===== src/rtl/dmem_arbiter.sv =====
// Two-port round-robin arbiter in front of the single-port data memory.
// Optional stall counter enabled by DMEM_ARB_CONFLICT_CNT_EN.
module dmem_arbiter #(
  parameter int AW        = 8,
  parameter int DW        = 8,
  parameter int MAX_BURST = 4
) (
  input  logic          clk,
  input  logic          rst,
  input  logic          a_req,
  input  logic          a_we,
  input  logic [AW-1:0] a_addr,
  input  logic [DW-1:0] a_wdata,
  output logic          a_gnt,
  output logic          a_rvalid,
  output logic [DW-1:0] a_rdata,
  input  logic          b_req,
  input  logic          b_we,
  input  logic [AW-1:0] b_addr,
  input  logic [DW-1:0] b_wdata,
  output logic          b_gnt,
  output logic          b_rvalid,
  output logic [DW-1:0] b_rdata,
  output logic [AW-1:0] mem_addr,
  output logic          mem_we,
  output logic [DW-1:0] mem_din,
`ifdef DMEM_ARB_CONFLICT_CNT_EN
  output logic [15:0]   conflict_cnt,
`endif
  input  logic [DW-1:0] mem_dout
);

  localparam int BW = $clog2(MAX_BURST + 1);

  typedef enum logic [1:0] {IDLE, OWN_A, OWN_B} state_e;

  state_e          state_q, state_d;
  logic            last_b_q, last_b_d;
  logic [BW-1:0]   burst_q, burst_d;
  logic            a_rvalid_q, a_rvalid_d, b_rvalid_q, b_rvalid_d;
  logic [DW-1:0]   a_rdata_q, a_rdata_d, b_rdata_q, b_rdata_d;
  logic [AW-1:0]   mem_addr_q, mem_addr_d;
  logic [DW-1:0]   mem_din_q, mem_din_d;
  logic            grant_a, grant_b;
  logic [BW-1:0]   burst_inc;

  // Saturating increment used while the current owner keeps the memory.
  assign burst_inc = (burst_q == BW'(MAX_BURST)) ? burst_q : burst_q + 1'b1;

  always_comb begin
    grant_a  = 1'b0;
    grant_b  = 1'b0;
    state_d  = state_q;
    last_b_d = last_b_q;
    burst_d  = burst_q;
    unique case (state_q)
      IDLE: begin
        if (a_req && (!b_req || last_b_q)) grant_a = 1'b1;
        else if (b_req)                    grant_b = 1'b1;
      end
      OWN_A: begin
        if (a_req && (!b_req || burst_q < BW'(MAX_BURST))) grant_a = 1'b1;
        else if (b_req)                                    grant_b = 1'b1;
      end
      OWN_B: begin
        if (b_req && (!a_req || burst_q < BW'(MAX_BURST))) grant_b = 1'b1;
        else if (a_req)                                    grant_a = 1'b1;
      end
      default: ;
    endcase
    if (grant_a) begin
      state_d  = OWN_A;
      last_b_d = 1'b0;
      burst_d  = (state_q == OWN_A) ? burst_inc : BW'(1);
    end else if (grant_b) begin
      state_d  = OWN_B;
      last_b_d = 1'b1;
      burst_d  = (state_q == OWN_B) ? burst_inc : BW'(1);
    end else begin
      state_d  = IDLE;
      burst_d  = '0;
    end
  end

  // Nothing reaches the memory while reset is held.
  assign a_gnt = grant_a & ~rst;
  assign b_gnt = grant_b & ~rst;

  always_comb begin
    mem_addr = mem_addr_q;
    mem_din  = mem_din_q;
    mem_we   = 1'b0;
    if (a_gnt) begin
      mem_addr = a_addr;
      mem_din  = a_wdata;
      mem_we   = a_we;
    end else if (b_gnt) begin
      mem_addr = b_addr;
      mem_din  = b_wdata;
      mem_we   = b_we;
    end
    mem_addr_d = mem_addr;
    mem_din_d  = mem_din;
  end

  always_comb begin
    a_rvalid_d = a_gnt & ~a_we;
    b_rvalid_d = b_gnt & ~b_we;
    a_rdata_d  = a_rvalid_d ? mem_dout : a_rdata_q;
    b_rdata_d  = b_rvalid_d ? mem_dout : b_rdata_q;
  end

  // A read captured just before reset must not leak out during the reset cycle.
  assign a_rvalid = a_rvalid_q & ~rst;
  assign b_rvalid = b_rvalid_q & ~rst;
  assign a_rdata  = a_rdata_q;
  assign b_rdata  = b_rdata_q;

  always_ff @(posedge clk) begin
    if (rst) begin
      state_q    <= IDLE;
      last_b_q   <= 1'b1;
      burst_q    <= '0;
      a_rvalid_q <= 1'b0;
      b_rvalid_q <= 1'b0;
      a_rdata_q  <= '0;
      b_rdata_q  <= '0;
      mem_addr_q <= '0;
      mem_din_q  <= '0;
    end else begin
      state_q    <= state_d;
      last_b_q   <= last_b_d;
      burst_q    <= burst_d;
      a_rvalid_q <= a_rvalid_d;
      b_rvalid_q <= b_rvalid_d;
      a_rdata_q  <= a_rdata_d;
      b_rdata_q  <= b_rdata_d;
      mem_addr_q <= mem_addr_d;
      mem_din_q  <= mem_din_d;
    end
  end

`ifdef DMEM_ARB_CONFLICT_CNT_EN
  logic [15:0] conflict_cnt_q, conflict_cnt_d;

  // With both requesting, exactly one is always stalled.
  always_comb begin
    conflict_cnt_d = conflict_cnt_q;
    if (a_req && b_req && !(a_gnt && b_gnt) && conflict_cnt_q != 16'hFFFF)
      conflict_cnt_d = conflict_cnt_q + 16'd1;
  end

  always_ff @(posedge clk) begin
    if (rst) conflict_cnt_q <= '0;
    else     conflict_cnt_q <= conflict_cnt_d;
  end

  assign conflict_cnt = conflict_cnt_q;
`endif

endmodule


===== config.mk =====
export PLATFORM = sky130hd
export DESIGN_NAME = dmem_arbiter
export DESIGN_NICKNAME = d
export VERILOG_FILES = /design/src/rtl/dmem_arbiter.sv
export SDC_FILE = /design/constraint.sdc
export NUM_CORES = 1
export LEC_CHECK = 0
export BUFFER_PORTS_ARGS = -buffer_cell sky130_fd_sc_hd__buf_2
export CAP_MARGIN = 0
export CORE_MARGIN = 2
export CORE_UTILIZATION = 50
export CTS_CLUSTER_SIZE = 30
export DETAILED_ROUTE_END_ITERATION = 16
export GPL_TIMING_DRIVEN = 0
export PLACE_DENSITY = 0.8
export SETUP_SLACK_MARGIN = 0.3
export SLEW_MARGIN = 10
export SYNTH_ARGS = -nofsm -noshare
export SYNTH_HDL_FRONTEND = slang
export SYNTH_SLANG_ARGS = --single-unit

===== constraint.sdc =====
create_clock -name clk -period 2.3 [get_ports clk]
set_input_delay 0.46 -clock clk [delete_from_list [all_inputs] [get_ports clk]]
set_output_delay 0.46 -clock clk [all_outputs]
set_load 0.02 [all_outputs]

==> impl_metrics.tcl <==
set metrics [dict create \
    cp_cell_sequence "buf_6 > mux2_4 > o21a_4 > buf_6 > o32a_1 > o22a_2 > buf_6" \
    detail_route.iter0.violations 192 \
    vias_per_cell 6.02 \
    slew_headroom 0.617 \
    crit_path_max_incr_delay_ns 0.33 \
    count_of_flip_flops_with_a_built_in_enable_after_synthesis 0 \
    ys_top_cells_by_area "sky130_fd_sc_hd__dfxtp_1 33%, sky130_fd_sc_hd__o32a_1 7.4%, sky130_fd_sc_hd__mux2i_1 7.0%" \
    syn-num-nets 317 \
    number_of_drc_violations_after_detailed_routing 0 \
    setup-violations-final 18 \
    top_level_ports 83 \
    final.setup_skew_ns 0.0102 \
    slew_violations 0 \
    fin_setup_tns_ns -3.33 \
    crit_type "flop to output port" \
    postRouteAntennaNets 0 \
    timing.final.crit_share 1.09 \
    cap_viol_max_count 0 \
    postRouteWirelength_um 7950 \
    setup_ws_ns -0.213 \
    crit_path_start_kind "flop" \
    worstMarginPinSlew_ns 0.575 \
    grt.overflow.total 0 \
    h-tree-depth 2 \
    layout.core_utilization 0.744 \
    detail_route.first_pass.iterations 5 \
    fmaxAchievable_mhz 398 \
    cts-hold-fix-buffers 0 \
    irDropWorstVdd_uv 502 \
    critical_path.most_common_cell "sky130_fd_sc_hd__buf_6" \
    synth_seq_cells 40 \
    finalWorstPathRequiredPeriod_ns 2.51 \
    failed_checks "negative setup slack" \
    synthFlopType "sky130_fd_sc_hd__dfxtp_1" \
    port_buffers 82 \
    cts-buffers-inserted 5 \
    total_nets_final 426 \
    cts.sinks 40 \
    timing.hold.worst_path_depth 2 \
    worst-r2r-cell-count 7 \
    worst_hold_path_type "input port to flop" \
    first_global_vias 2551 \
    dieHeight_um 73.9 \
    multiInputGateArea_um2 1560 \
    largest_net_degree_at_the_start_of_global_routing 15 \
    clock_tree.root_cell "sky130_fd_sc_hd__clkbuf_8" \
    postSynthAreaPerCell_um2 9.08 \
    p_total_mw 2.16 \
    ys_async_sr_fraction 0 \
    floorplan.die_area_um2 5460 \
    floorplan.die.width_um 73.9 \
    critPathCaptureType "output port" \
    cp_max_fo 6 \
    final_area_um2 3510 \
    synthesis.instances 269 \
    grt_antenna_before_repair 0 \
    placement_rows 25 \
    clkLatencyLatePin_ns 0.30 \
    synth.yosys.seq_area_share 0.328 \
    routabilityCongestion 0.767 \
    place_ws_ns -0.285 \
    grt_util_all_layers 0.290 \
    p_per_area_nw_per_um2 615 \
    placed_cells_incl_taps 418 \
    synth_top_area_share 0.328 \
    timing.hold.ws_ns 0.340 \
    grt_setup_unrepaired "yes" \
    placedInstanceArea_um2 2970 \
    detailed_place_hpwl_um 4940 \
    post_layout_nonfiller_instances 446 \
    mapped_cell_area_um2 2440 \
    fraction_of_layout_cells_with_a_size_suffix_above_1 0.425 \
    drt-wirelength-per-cell_um 17.8 \
    seqCellArea_um2 806 \
    clock_path_buffers 2 \
    final.fill_count 340 \
    synthDominantAreaCellType "sky130_fd_sc_hd__dfxtp_1" \
    count_of_cell_types_in_the_netlist 35 \
    clk_transition_reported_paths_ns 0.09 \
    vias 2685 \
    cts_tree "yes" \
    critPathRequiredTime_ns 1.84 \
    yosys_warnings 0 \
    area_growth_pct 43.9 \
    antenna_cells 0 \
    finalHoldViolations 0 \
    core_um2 4720 \
    critPathArrivalTime_ns 2.05 \
    grt_pass1_wl_um 12300 \
    start_util 0.517 \
    cpMaxStageDelayCell "sky130_fd_sc_hd__dfxtp_2" \
    run_status "complete, but fails checks" \
    leakage_nw 1.46 \
]
-- cells in the mapped netlist, drive strengths merged, types with 14 or more instances --
master / number
o21bai: 17
o21ai: 17
o32a: 18
buf: 14
nand2: 20
o22a: 16
mux2i: 17
nand2b: 26
clkbuf: 14
dfxtp: 40
nand3b: 19
a41oi: 16
-- power by group --
part | internal [mW] | switching (mW)
Combinational | 0.385 | 0.392
Sequential | 0.744 | 0.0285
Clock | 0.327 | 0.283
Total | 1.46 | 0.704
-- per-layer routing --
layer / track usage / part of all wire
met1: 0.375 / 0.41
met2: 0.490 / 0.49
met3: 0.0535 / 0.083
met4: 0.0869 / 0.016
met5: 0 / 0
-- critical path: cells and delay by family, from the launching register on --
family	cells	cell delay [ns]
buffers and inverters	3	0.38
DFF	1	0.33
AOI/OAI and AO/OA	3	0.75
muxes	1	0.29
-- area by class of cell --
| cell class | instances | share of cell area |
|---|---|---|
| Buffer | 28 | 0.0598 |
| Clock buffer | 5 | 0.0196 |
| Clock inverter | 3 | 0.0135 |
| Inverter | 6 | 0.00641 |
| Multi-Input combinational cell | 195 | 0.444 |
| Sequential cell | 40 | 0.229 |
| Tap cell | 67 | 0.0239 |
| Timing Repair Buffer | 102 | 0.204 |
-- cells in the final DEF (no fill, tap or decap), types with 2 or more instances in the layout --
cell / instances
sky130_fd_sc_hd__a41oi_1: 16
sky130_fd_sc_hd__buf_2: 67
sky130_fd_sc_hd__buf_4: 16
sky130_fd_sc_hd__buf_6: 31
sky130_fd_sc_hd__buf_8: 3
sky130_fd_sc_hd__clkbuf_1: 9
sky130_fd_sc_hd__clkbuf_2: 3
sky130_fd_sc_hd__clkbuf_8: 5
sky130_fd_sc_hd__clkinv_4: 2
sky130_fd_sc_hd__dfxtp_1: 38
sky130_fd_sc_hd__ha_1: 2
sky130_fd_sc_hd__inv_1: 6
sky130_fd_sc_hd__mux2i_1: 16
sky130_fd_sc_hd__nand2_1: 19
sky130_fd_sc_hd__nand2b_1: 26
sky130_fd_sc_hd__nand3b_1: 19
sky130_fd_sc_hd__nor2_1: 2
sky130_fd_sc_hd__nor2_2: 3
sky130_fd_sc_hd__nor2b_1: 2
sky130_fd_sc_hd__nor3_1: 4
sky130_fd_sc_hd__o21ai_0: 17
sky130_fd_sc_hd__o21bai_1: 17
sky130_fd_sc_hd__o22a_2: 15
sky130_fd_sc_hd__o32a_1: 18
-- registers in the layout (all words and copies together), names as in the netlist --
register and cells:
a_rdata 8, a_rvalid_q 1, b_rdata 8, b_rvalid_q 1, burst_q 3, last_b_q 1, mem_addr_q 8, mem_din_q 8
state_q 2
-- logic make-up (layout without fill, tap and decap cells) --
| logic type | count (synthesis) | count (layout) | share of synthesized area |
|---|---|---|---|
| AO/OA/AOI/OAI | 93 | 93 | 0.312 |
| AND/OR/NAND/NOR | 81 | 81 | 0.199 |
| adder cells (fa/ha/maj) | 2 | 2 | 0.0102 |
| buffers and inverters | 34 | 144 | 0.0712 |
| XOR/XNOR | 1 | 1 | 0.00359 |
| flip-flops | 40 | 40 | 0.328 |
| multiplexers | 18 | 18 | 0.0758 |
-- timing repair --
item,CTS,global route
cloned,2,1
gates resized for setup,65,16
hold endpoints to repair,0,0
endpoints found under the setup margin,21,23
setup buffers,12,5
pin swaps,3,2
-- path summary, 6_finish.rpt --
| path | startpoint | to | slack, ns |
|---|---|---|---|
| max | state_q[1] | mem_din[7] | -0.21 |
| min | b_we | b_rvalid_q | 0.34 |
| max reg2reg | state_q[1] | mem_addr_q[6] | 0.35 |
| min reg2reg | b_rdata[1] | b_rdata[1] | 0.48 |
Power figures use the tool's default switching activity.
